<file path="src/rtl/wallace_product_accumulator.sv">
// Frame accumulator for 64-bit multiplier products; sums up to N products per frame.
// Optional build macro ACC_SATURATE_EN: clamp the accumulator at all-ones and flag out_ovf.
module wallace_product_accumulator #(
   parameter int unsigned PROD_W = 64,
   parameter int unsigned ACC_W  = 72,
   parameter int unsigned N      = 8,
   parameter int unsigned CNT_W  = 4
) (
   input  logic              clk,
   input  logic              rst,
   input  logic              in_valid,
   output logic              in_ready,
   input  logic [PROD_W-1:0] in_prod,
   input  logic              in_last,
   input  logic              acc_clear,
   output logic              out_valid,
   input  logic              out_ready,
   output logic [ACC_W-1:0]  out_sum,
   output logic [CNT_W-1:0]  out_count,
   output logic              out_ovf
);

   generate
      if (ACC_W < PROD_W) begin : g_bad_acc_w
         $error("ACC_W must be at least PROD_W");
      end
      if (N < 1) begin : g_bad_n
         $error("N must be at least 1");
      end
      if (N >= (64'd1 << CNT_W)) begin : g_bad_cnt_w
         $error("CNT_W too narrow for N");
      end
   endgenerate

   localparam logic [CNT_W-1:0] CNT_LAST = CNT_W'(N - 1);

   typedef enum logic {
      ST_ACC  = 1'b0,
      ST_DONE = 1'b1
   } state_e;

   state_e              state_q,     state_d;
   logic [ACC_W-1:0]    acc_q,       acc_d;
   logic [CNT_W-1:0]    cnt_q,       cnt_d;
   logic                ovf_q,       ovf_d;
   logic                in_ready_q,  in_ready_d;
   logic                out_valid_q, out_valid_d;
   logic [ACC_W-1:0]    out_sum_q,   out_sum_d;
   logic [CNT_W-1:0]    out_count_q, out_count_d;
   logic                out_ovf_q,   out_ovf_d;

   logic [ACC_W-1:0]    acc_add_c;
   logic                sat_c;
   logic [CNT_W-1:0]    cnt_inc_c;
   logic                frame_end_c;

   // Accumulator adder: saturating or wrapping depending on build
`ifdef ACC_SATURATE_EN
   logic [ACC_W:0] sum_ext_c;
   always_comb begin
      sum_ext_c = (ACC_W+1)'(acc_q) + (ACC_W+1)'(in_prod);
      sat_c     = sum_ext_c[ACC_W];
      acc_add_c = sat_c ? {ACC_W{1'b1}} : sum_ext_c[ACC_W-1:0];
   end
`else
   always_comb begin
      sat_c     = 1'b0;
      acc_add_c = acc_q + ACC_W'(in_prod);
   end
`endif

   assign cnt_inc_c   = cnt_q + CNT_W'(1);
   assign frame_end_c = in_last || (cnt_q == CNT_LAST);

   // Next-state and registered-output logic; acc_clear outranks handshakes
   always_comb begin
      state_d     = state_q;
      acc_d       = acc_q;
      cnt_d       = cnt_q;
      ovf_d       = ovf_q;
      out_sum_d   = out_sum_q;
      out_count_d = out_count_q;
      out_ovf_d   = out_ovf_q;

      if (acc_clear) begin
         state_d   = ST_ACC;
         acc_d     = '0;
         cnt_d     = '0;
         ovf_d     = 1'b0;
         out_ovf_d = 1'b0;
      end else begin
         unique case (state_q)
            ST_ACC: begin
               if (in_valid) begin
                  acc_d = acc_add_c;
                  cnt_d = cnt_inc_c;
                  ovf_d = ovf_q | sat_c;
                  if (frame_end_c) begin
                     state_d     = ST_DONE;
                     out_sum_d   = acc_add_c;
                     out_count_d = cnt_inc_c;
                     out_ovf_d   = ovf_q | sat_c;
                  end
               end
            end
            ST_DONE: begin
               if (out_ready) begin
                  state_d = ST_ACC;
                  acc_d   = '0;
                  cnt_d   = '0;
                  ovf_d   = 1'b0;
               end
            end
            default: state_d = ST_ACC;
         endcase
      end

      in_ready_d  = (state_d == ST_ACC);
      out_valid_d = (state_d == ST_DONE);
   end

   always_ff @(posedge clk) begin
      if (rst) begin
         state_q     <= ST_ACC;
         acc_q       <= '0;
         cnt_q       <= '0;
         ovf_q       <= 1'b0;
         in_ready_q  <= 1'b1;
         out_valid_q <= 1'b0;
         out_sum_q   <= '0;
         out_count_q <= '0;
         out_ovf_q   <= 1'b0;
      end else begin
         state_q     <= state_d;
         acc_q       <= acc_d;
         cnt_q       <= cnt_d;
         ovf_q       <= ovf_d;
         in_ready_q  <= in_ready_d;
         out_valid_q <= out_valid_d;
         out_sum_q   <= out_sum_d;
         out_count_q <= out_count_d;
         out_ovf_q   <= out_ovf_d;
      end
   end

   assign in_ready  = in_ready_q;
   assign out_valid = out_valid_q;
   assign out_sum   = out_sum_q;
   assign out_count = out_count_q;
   assign out_ovf   = out_ovf_q;

endmodule

</file>
<file path="config.mk">
export PLATFORM = sky130hd
export DESIGN_NAME = wallace_product_accumulator
export DESIGN_NICKNAME = d
export VERILOG_FILES = /design/src/rtl/wallace_product_accumulator.sv
export SDC_FILE = /design/constraint.sdc
export NUM_CORES = 1
export LEC_CHECK = 0
export ABC_AREA = 1
export CORE_MARGIN = 2
export CORE_UTILIZATION = 58
export CTS_BUF_LIST = sky130_fd_sc_hd__clkbuf_2
export CTS_CLUSTER_SIZE = 14
export DETAILED_ROUTE_END_ITERATION = 7
export GPL_ROUTABILITY_DRIVEN = 0
export GPL_TIMING_DRIVEN = 0
export HOLD_SLACK_MARGIN = 0.08
export PLACE_DENSITY_LB_ADDON = 0.05
export SLEW_MARGIN = 20
export SYNTH_ARGS = -nofsm -noshare
export SYNTH_HDL_FRONTEND = slang
export SYNTH_SLANG_ARGS = --single-unit
</file>
<file path="constraint.sdc">
create_clock -name clk -period 2.64 [get_ports clk]
set_input_delay 0.528 -clock clk [delete_from_list [all_inputs] [get_ports clk]]
set_output_delay 0.528 -clock clk [all_outputs]
set_load 0.01 [all_outputs]
</file>
After elaboration in Yosys (flattened, before gate mapping)
Cells that the tools add are included.
{ "totals": {"output_inout_bits": 79, "ff_bits": 156, "word_cells": 35, "input_bits": 70} }
{ "classes": {"n_eq_ne": 3, "n_mux": 13, "bitwise": 3, "reduce_logical": 6, "add_sub_neg": 2} }
{ "op_table": {"columns": ["cell", "count"], "rows": [
  ["two-way mux 72 bit", 2],
  ["case mux 72 bit (2 select lines)", 1],
  ["adder 72 x 64 -> 72 bit", 1],
  ["two-way mux 4 bit", 2],
  ["case mux 4 bit (2 select lines)", 1],
  ["two-way mux 1 bit", 6],
  ["adder 4 x 1 -> 4 bit (second input constant)", 1],
  ["== test 4 x 3 -> 1 bit (second input constant)", 1],
  ["inequality test 2 bit (second input constant)", 2],
  ["AND reduction 2 bit", 2],
  ["AND reduction 4 bit", 1],
  ["inverter 1 bit", 3],
  ["AND reduction 3 bit", 1],
  ["case mux 1 bit (2 select lines)", 1],
  ["OR reduction 2 bit", 1],
  ["logical OR 1 bit", 1]
]} }

Longest topological paths before layout
Gate-level depths: netlist (run 1).
{ "depth": {"ltp_word": 7, "ltp_mapped": 19, "depth_no_buf": 19} }

Worst setup path before layout (run 1)
No wires, ideal clock.
{ "synth_timing": {"path_kind": "input-to-reg", "start": "input in_prod[0]", "end": "register out_sum_q[62], in the netlist out_sum[62]", "arrival_time_ns": 2.157, "path_stages": 19, "path_buffers": 0, "path_slack_ns": 0.374, "setup_time_ns": 0.109, "t_required_ns": 2.531, "cell_sequence": "ha_1 inv_1 fa_1 inv_1 nand3_1 nand2_2 nand2_1 nand2_1 nand2_1 nand3_2 nand2_1 nand2_2 nand2_1 nand2_1 nand2_1 nand2_1 nand2_1 nand2_1 inv_1"} }
{ "synth_via": {"elab_chain_cells": 1} }
{ "synth_rtl": {"columns": ["item", "line_no", "text"], "rows": [
  ["start, declared", "13", "input logic [PROD_W-1:0] in_prod,"],
  ["adder 72 x 64 -> 72 bit", "68", "acc_add_c = acc_q + ACC_W'(in_prod);"],
  ["end signal, assigned", "140", "out_sum_q <= out_sum_d;"],
  ["end, declared", "48", "logic [ACC_W-1:0] out_sum_q, out_sum_d;"]
]} }
No other way between the ends.
A chain may end at the register's enable or synchronous reset.

Worst setup path after layout (run 1)
{ "layout_timing": {"start": "register acc_q[0]", "end": "register out_sum_q[62], in the netlist out_sum[62]"} }
{ "layout_via": {"elab_chain_cells": 1} }
{ "layout_rtl": {"columns": ["item", "line_no", "text"], "rows": [
  ["start, declared", "43", "logic [ACC_W-1:0] acc_q, acc_d;"],
  ["start signal, assigned", "125", "acc_q <= '0;"],
  ["start signal, assigned", "135", "acc_q <= acc_d;"],
  ["adder 72 x 64 -> 72 bit", "68", null]
]} }
No other way between the ends.

==> results.rst, run 1 <==
.. list-table::
   :header-rows: 1

   * - Metric
     - Value
   * - Status
     - finished, final reports clean
   * - Global-route total usage across every layer
     - 32.6%
   * - Yosys Warn Count
     - 0
   * - Power after layout
     - 5310 µW
   * - Final Critical Period
     - 2.51 ns
   * - Setup slack, reg-to-reg
     - 0.13 ns
   * - Hold bufs inserted after CTS
     - 0
   * - Pin count of the biggest net entering global routing
     - 17
   * - Combined area of all synthesized cells
     - 0.0116 mm²
   * - Post-synthesis cell type count
     - 32
   * - First-pass iteration count of the detailed router
     - 6
   * - Synth Net Count
     - 2170
   * - Number of max-cap violations
     - 0
   * - Area of the core
     - 0.0195 mm²
   * - First-pass GRT wire length
     - 56200 µm
   * - Clk_skew
     - 0.0504 ns
   * - Crit path max-delay cell type
     - fa_1
   * - Standard-cell rows
     - 51
   * - Clock Latency Late Sink
     - 0.80 ns
   * - Detailed-route wire length per cell
     - 14.0 µm
   * - Net count, final
     - 2338
   * - Placed insts
     - 2445
   * - Total Die Area
     - 0.0211 mm²
   * - Core Util, Final
     - 69.8%
   * - Clock H-tree levels
     - 4
   * - CTS buffer count
     - 17
   * - Kind of cell adding the most delay to the critical path
     - simple AND/OR/NAND/NOR gates
   * - Area Overhead vs Synth
     - 17.7%
   * - TritonCTS clock tree
     - built
   * - Horiz. Die Dim
     - 145 µm
   * - Largest stage delay on the critical path
     - 0.39 ns
   * - Final number of setup-violating endpoints
     - 0
   * - Beginning of the critical path
     - acc_q[0]
   * - Via count of the routed design
     - 12800
   * - Number of synthesized register bits
     - 154
   * - Total length of routed wires
     - 34700 µm
   * - Fraction of met3 tracks used by global routing
     - 5.83%
   * - Worst Tran Pin Value
     - 0.721 ns
   * - Post-route DRC
     - 0
   * - IR drop worst, VDD
     - 0.291 mV
   * - Timing-limited maximum frequency
     - 398 MHz
   * - First-iteration detailed-routing DRC count
     - 1192
   * - Fraction of met2 tracks used by global routing
     - 51.4%
   * - Hold/Removal Path Class
     - in2reg
   * - Crit-path cells
     - ha_2, inv_1, fa_1, inv_1, nand3_1, nand2_2, nand2_1, nand2_2, nand2_1, nand3_2, nand2_1, nand2_4, nand2_1, nand2_1, nand2_1, nand2_1, nand2_1, nand2_1, inv_1
   * - Clock transition at the registers of the reported paths
     - 0.25 ns
   * - CP dominant cell by count
     - nand2_1
   * - Type of element capturing the critical path
     - flop
   * - Most used cells in the layout excluding fill and tap cells
     - nand2_1, inv_1, nor2_1
   * - Number of pins with negative max-slew slack in the final report
     - 0
   * - Portion of the post-synthesis area used by sequential elements
     - 26.6%
   * - Leftover overflow at the end of global routing
     - 0
   * - Fraction of final layout cells with drive strength greater than 1
     - 4.51%
   * - Hpwl dp
     - 28100 µm
   * - Critical register-to-register path startpoint
     - acc_q[0]
   * - Clk sinks
     - 154
   * - Clock tree root buffer cell
     - clkbuf_2
   * - LEAKAGE
     - 0.00708 µW
   * - Worst min-delay path startpoint
     - out_ready
   * - Post-route ant nets
     - 0
   * - DP Area
     - 0.0134 mm²
   * - Mean area per synthesized cell
     - 5.70 µm²
   * - Arrival time of data at the critical path endpoint
     - 3.23 ns
   * - Power density cells
     - 389 mW/mm²
   * - Gr busiest metal
     - met2
   * - Vias per Instance
     - 5.16
   * - Number of global-route vias before repair
     - 11700
   * - Ports
     - 149
   * - Number of antenna violations at the first check in global routing
     - 1
   * - Buffer levels on the longest clock path
     - 2
   * - Final instance area
     - 0.0136 mm²
   * - Gate count of the mapped netlist
     - 2034
   * - Die Ht
     - 145 µm
   * - Most common cell after layout, fill and taps aside
     - nand2_1
   * - Relative slew slack
     - 51.9%
   * - Filler Cells Inserted
     - 1905
   * - I/O Buffers
     - 146
   * - Biggest fanout along the worst timing path
     - 5
   * - Final cycle utilization of the critical path
     - 95.2%
   * - Class of the most critical setup path
     - reg2reg
   * - Starting density of the core
     - 59.3%
   * - Worst path buffer plus inverter count
     - 3
   * - Post-Layout Cell Count
     - 2482
   * - Final hold violations
     - 0
   * - Worst EP required
     - 3.36 ns
   * - Kind of launch point of the worst setup path
     - flop
   * - GR Util met1
     - 44.6%
==> registers in the layout (all words and copies together), names as in the netlist <==
signal / cells
in_ready: 1
out_valid: 1
out_sum: 72
cnt_q: 4
out_count: 4
acc_q: 72
==> synthesized netlist by cell type <==
| library cell | instances | area share, % |
|---|---|---|
| o21bai_1 | 4 | 0.26 |
| fa_1 | 1 | 0.17 |
| nor4_2 | 1 | 0.11 |
| xor2_1 | 32 | 2.4 |
| nor2_1 | 274 | 8.9 |
| nand4_1 | 5 | 0.27 |
| dfxtp_1 | 154 | 27 |
| xnor2_1 | 8 | 0.60 |
| nand2_1 | 693 | 22 |
| a31oi_1 | 4 | 0.22 |
| buf_2 | 18 | 0.78 |
| nand3_2 | 9 | 0.78 |
| clkbuf_1 | 22 | 0.71 |
| buf_4 | 3 | 0.19 |
| inv_1 | 362 | 12 |
| o22ai_1 | 1 | 0.054 |
| ha_1 | 65 | 7.0 |
| o21ai_0 | 77 | 3.3 |
| buf_1 | 6 | 0.19 |
| conb_1 | 1 | 0.032 |
| or2_2 | 1 | 0.054 |
| a211oi_1 | 1 | 0.065 |
| nand2_2 | 21 | 1.1 |
| nor3_1 | 22 | 0.95 |
| and2_1 | 1 | 0.054 |
| nand3_1 | 77 | 3.3 |
| o21ai_1 | 1 | 0.043 |
| o21a_1 | 2 | 0.13 |
| nor2_2 | 10 | 0.54 |
| a21oi_1 | 153 | 6.6 |
| nor4_1 | 4 | 0.22 |
| o21ai_2 | 1 | 0.076 |
==> worst register-to-register path, stage by stage (launching register included) <==
cell	delay, ns
dfxtp_2	0.37
ha_2	0.20
inv_1	0.06
fa_1	0.40
inv_1	0.09
nand3_1	0.09
nand2_2	0.14
nand2_1	0.08
nand2_2	0.10
nand2_1	0.08
nand3_2	0.13
nand2_1	0.11
nand2_4	0.12
nand2_1	0.12
nand2_1	0.08
nand2_1	0.07
nand2_1	0.07
nand2_1	0.07
nand2_1	0.08
inv_1	0.04
==> final cells by class <==
| class | instances | area, µm² | area share [%] |
|---|---|---|---|
| antenna | 2 | 5.00 | 0.0367 |
| clock inverter | 14 | 123 | 0.899 |
| multi-input combinational | 1469 | 6940 | 50.9 |
| timing repair buffer | 149 | 1480 | 10.9 |
| inverter | 362 | 1360 | 9.97 |
| tap | 265 | 332 | 2.43 |
| sequential | 154 | 3080 | 22.6 |
| clock buffer | 18 | 90.1 | 0.661 |
| buffer | 49 | 218 | 1.60 |
==> where the power goes <==
| group | internal (µW) | total, µW | leakage, µW | switching [µW] |
|---|---|---|---|---|
| logic | 568 | 1480 | 0.00570 | 912 |
| registers | 2440 | 2490 | 0.00126 | 56.6 |
| clock network | 349 | 1340 | 0.000128 | 986 |
| total | 3360 | 5310 | 0.00708 | 1950 |
==> per-stage QoR <==
stage | setup TNS [ns] | hold WS [ns] | worst slack (ns)
final | 0 | 0.409 | 0.127
after global routing | -0.00715 | 0.392 | -0.00715
after CTS | 0 | 0.365 | 0.0764
after detailed placement | -31.92 | 0.462 | -0.665
after global placement | -28.96 | 0.453 | -0.666
after floorplan | 0 | 0.444 | 0.374
==> metal layers <==
| layer | wire, µm | up-vias |
|---|---|---|
| li1 | - | 6529 |
| met1 | 15300 | 5625 |
| met2 | 14800 | 569 |
| met3 | 3440 | 80 |
| met4 | 1230 | 0 |
| met5 | 0 | - |
==> final timing paths <==
check	to	cells after the start
hold reg to reg	acc_q[32]	2
hold / removal	in_ready	3
setup reg to reg	out_sum[62]	19
setup / recovery	out_sum[62]	19
==> kinds of logic (layout without fill, tap and decap cells) <==
logic type	count (synthesis)	in the layout	synth area share [%]
AND/OR/NAND/NOR	1118	1118	38.8
buffers and inverters	411	592	13.6
AO/OA/AOI/OAI	244	244	10.8
flip-flops	154	154	26.6
adder cells (fa/ha/maj)	66	66	7.19
XOR/XNOR	40	40	3.02
other	1	3	0.0324
==> timing repair <==
action	CTS	global route
hold endpoints to repair	0	0
endpoints found under the setup margin	0	12
buffers inserted	0	3
gates resized for setup	0	5
Note: power is estimated with default switching activity, not from simulation.
==> run 2: changes to the inputs <==
Settings changed: ABC_AREA 1 to default, CORE_UTILIZATION 58 to 56.
==> run 2 against run 1 <==
Net effect: the run now ends with setup timing left; final area down 1.7%; die area down 16%; setup slack worse by 0.78 ns; hold slack better by 0.027 ns.
==> results.rst, run 2 <==
.. list-table::
   :header-rows: 1

   * - Metric
     - Value
   * - Violations in the final reports
     - setup timing
   * - Hold/Removal Path Class
     - in2reg
   * - Largest cells by area after synthesis
     - dfxtp_1, ha_1, nand2_1
   * - Seq pwr share
     - 44.2%
   * - TritonCTS clock tree
     - built
   * - Placed insts
     - 1572
   * - Timing-limited maximum frequency
     - 303 MHz
   * - Final number of setup-violating endpoints
     - 79
   * - Detailed-route wire length per cell
     - 19.6 µm
   * - Hold bufs inserted after CTS
     - 0
   * - Final worst setup slack
     - -0.658 ns
   * - Vias per Instance
     - 6.30
   * - Post-route ant nets
     - 0
   * - Worst EP required
     - 3.35 ns
   * - Net count, final
     - 1568
   * - CTS buffer count
     - 17
   * - Fraction of final layout cells with drive strength greater than 1
     - 23.8%
   * - First-pass GRT wire length
     - 47000 µm
   * - Post-synthesis cell type count
     - 65
   * - Ports
     - 149
   * - Final instance area
     - 0.0134 mm²
   * - Most used standard cells in the synthesized netlist
     - nand2_1, dfxtp_1, a21oi_1, nor2_1, clkbuf_1
   * - Relative slew slack
     - 44.7%
   * - Total Die Area
     - 0.0177 mm²
   * - Final-layout worst hold slack
     - 0.437 ns
   * - Final Critical Period
     - 3.30 ns
   * - Gr busiest metal
     - met2
   * - DP Area
     - 0.0114 mm²
   * - Pin count of the biggest net entering global routing
     - 17
   * - Yosys Warn Count
     - 0
   * - Combined area of all synthesized cells
     - 0.00934 mm²
   * - Clock tree root buffer cell
     - clkbuf_2
   * - Number of antenna violations at the first check in global routing
     - 1
   * - Fraction of met3 tracks used by global routing
     - 6.47%
   * - Switching fraction of total power
     - 35.9%
   * - LEAKAGE
     - 0.00548 µW
   * - Standard-cell rows
     - 47
   * - Proportion of power drawn by combinational gates
     - 30.4%
   * - I/O Buffers
     - 147
   * - Worst Tran Pin Value
     - 0.829 ns
   * - Synth Net Count
     - 1341
   * - Number of global-route vias before repair
     - 9441
   * - Arrival time of data at the critical path endpoint
     - 4.00 ns
   * - Most common cell in the synthesized netlist
     - nand2_1
   * - Area of the core
     - 0.0165 mm²
   * - Power density cells
     - 424 mW/mm²
   * - Most common cell after layout, fill and taps aside
     - nand2_1
   * - Area Overhead vs Synth
     - 43.6%
   * - Net switching power figure
     - 2040 µW
   * - Status
     - complete, but fails checks
   * - Number of synthesized register bits
     - 154
   * - Post-route DRC
     - 0
   * - Most used cells in the layout excluding fill and tap cells
     - nand2_1, clkdlybuf4s50_1, dfxtp_1
   * - Clock Latency Late Sink
     - 0.81 ns
   * - Kind of launch point of the worst setup path
     - flop
   * - Biggest fanout along the worst timing path
     - 4
   * - Fraction of synthesis flops using an asynchronous set or reset pin
     - 0%
   * - Portion of the post-synthesis area used by sequential elements
     - 33.0%
   * - Clock H-tree levels
     - 4
   * - Final cycle utilization of the critical path
     - 125%
   * - Share of total power in the clock network
     - 25.5%
   * - Primary flip-flop cell chosen by synthesis mapping
     - dfxtp_1
   * - Hpwl dp
     - 21000 µm
   * - Leftover overflow at the end of global routing
     - 0
   * - First-iteration detailed-routing DRC count
     - 1213
   * - Setup repair after global routing missed its margin
     - true
   * - Die Ht
     - 133 µm
   * - Clk sinks
     - 154
   * - Type of element capturing the critical path
     - flop
   * - Clk_skew
     - 0.0481 ns
   * - Post-Layout Cell Count
     - 1667
   * - Cell taking the most area after synthesis
     - dfxtp_1
   * - IR drop worst, VDD
     - 0.318 mV
   * - Gate count of the mapped netlist
     - 1205
   * - Mean area per synthesized cell
     - 7.75 µm²
   * - Number of max-cap violations
     - 0
   * - Cell Int Power
     - 3640 µW
   * - Horiz. Die Dim
     - 133 µm
   * - Final hold violations
     - 0
   * - Total length of routed wires
     - 32600 µm
   * - Fraction of met2 tracks used by global routing
     - 52.7%
   * - Via count of the routed design
     - 10500
   * - Global-route total usage across every layer
     - 32.8%
   * - Buffer levels on the longest clock path
     - 2
   * - Number of pins with negative max-slew slack in the final report
     - 0
   * - Starting density of the core
     - 56.7%
   * - Class of the most critical setup path
     - reg2reg
   * - Clock transition at the registers of the reported paths
     - 0.24 ns
   * - EDFF count, synth
     - 0
   * - First-pass iteration count of the detailed router
     - 6
   * - Fraction of synthesized cell area taken by the top area cell type
     - 33.0%
   * - GR Util met1
     - 42.8%
   * - Core Util, Final
     - 81.4%
==> run 2: layout make-up <==
| class | instances | area, µm² |
|---|---|---|
| antenna | 2 | 5.00 |
| buffer | 67 | 295 |
| clock buffer | 17 | 85.1 |
| clock inverter | 15 | 166 |
| fill | 1062 | 3060 |
| inverter | 20 | 75.1 |
| multi-input combinational | 948 | 7250 |
| sequential | 154 | 3100 |
| tap | 220 | 275 |
| timing repair buffer | 224 | 2150 |
==> run 2: per-stage QoR <==
step	total power, µW	TNS (ns)	worst slack (ns)
after floorplan	3410	-8.09	-0.610
after global placement	3840	-116.51	-1.58
after detailed placement	3870	-120.38	-1.59
after CTS	5400	-17.64	-0.659
after global routing	5880	-31.67	-0.756
final	5680	-24.95	-0.658
==> run 2: per-layer routing <==
layer,vias to the layer above,routed length [µm],part of all wire [%]
met4,0,1500,4.6
li1,4793,-,-
met1,4981,13400,41
met3,122,2590,7.9
met5,-,0,0
met2,610,15100,46
==> run 2: kinds of logic after synthesis <==
group	after synthesis	share of synthesized area, %
fa+ha+maj	66	8.93
flops	154	33.0
xor+xnor	65	6.10
buf+inv	103	4.21
simple gates	403	19.1
compound gates	412	28.5
other cells	1	0.0402
mux	1	0.107
==> run 2: path summary, 6_finish.rpt <==
| kind | from | endpoint | slack (ns) | cells after the start |
|---|---|---|---|---|
| max | acc_q[18] | out_sum[71] | -0.66 | 12 |
| min | rst | in_ready | 0.44 | 3 |
| max reg2reg | acc_q[18] | out_sum[71] | -0.66 | 12 |
| min reg2reg | out_sum[50] | out_sum[50] | 0.47 | 2 |
==> run 2: critical path, cell delays in order, from the launching register on <==
cell and delay, ns:
dfxtp_2 0.39, ha_4 0.29, nand2_4 0.06, or3_4 0.40, or3_4 0.40, a211oi_4 0.25
o31a_2 0.29, o21ai_4 0.09, o41ai_4 0.20, buf_4 0.19, nand4_4 0.08, or3_1 0.34
a311oi_2 0.24
==> run 2: repair_timing <==
action | 4_1_cts | 5_1_grt
resized for setup | 137 | 157
endpoints found under the hold margin | 0 | 0
pin swaps | 73 | 85
endpoints found under the setup margin | 114 | 119
gates cloned | 1 | 0
setup buffers | 39 | 42
==> run 2: power groups by stage <==
stage / registers [µW] / logic [µW] / clock network [µW]
2_1_floorplan: 2550 / 858 / 0
3_3_place_gp: 2540 / 1300 / 0
3_5_place_dp: 2540 / 1320 / 0
4_1_cts: 2500 / 1480 / 1410
5_1_grt: 2520 / 1840 / 1510
6_report: 2510 / 1720 / 1450
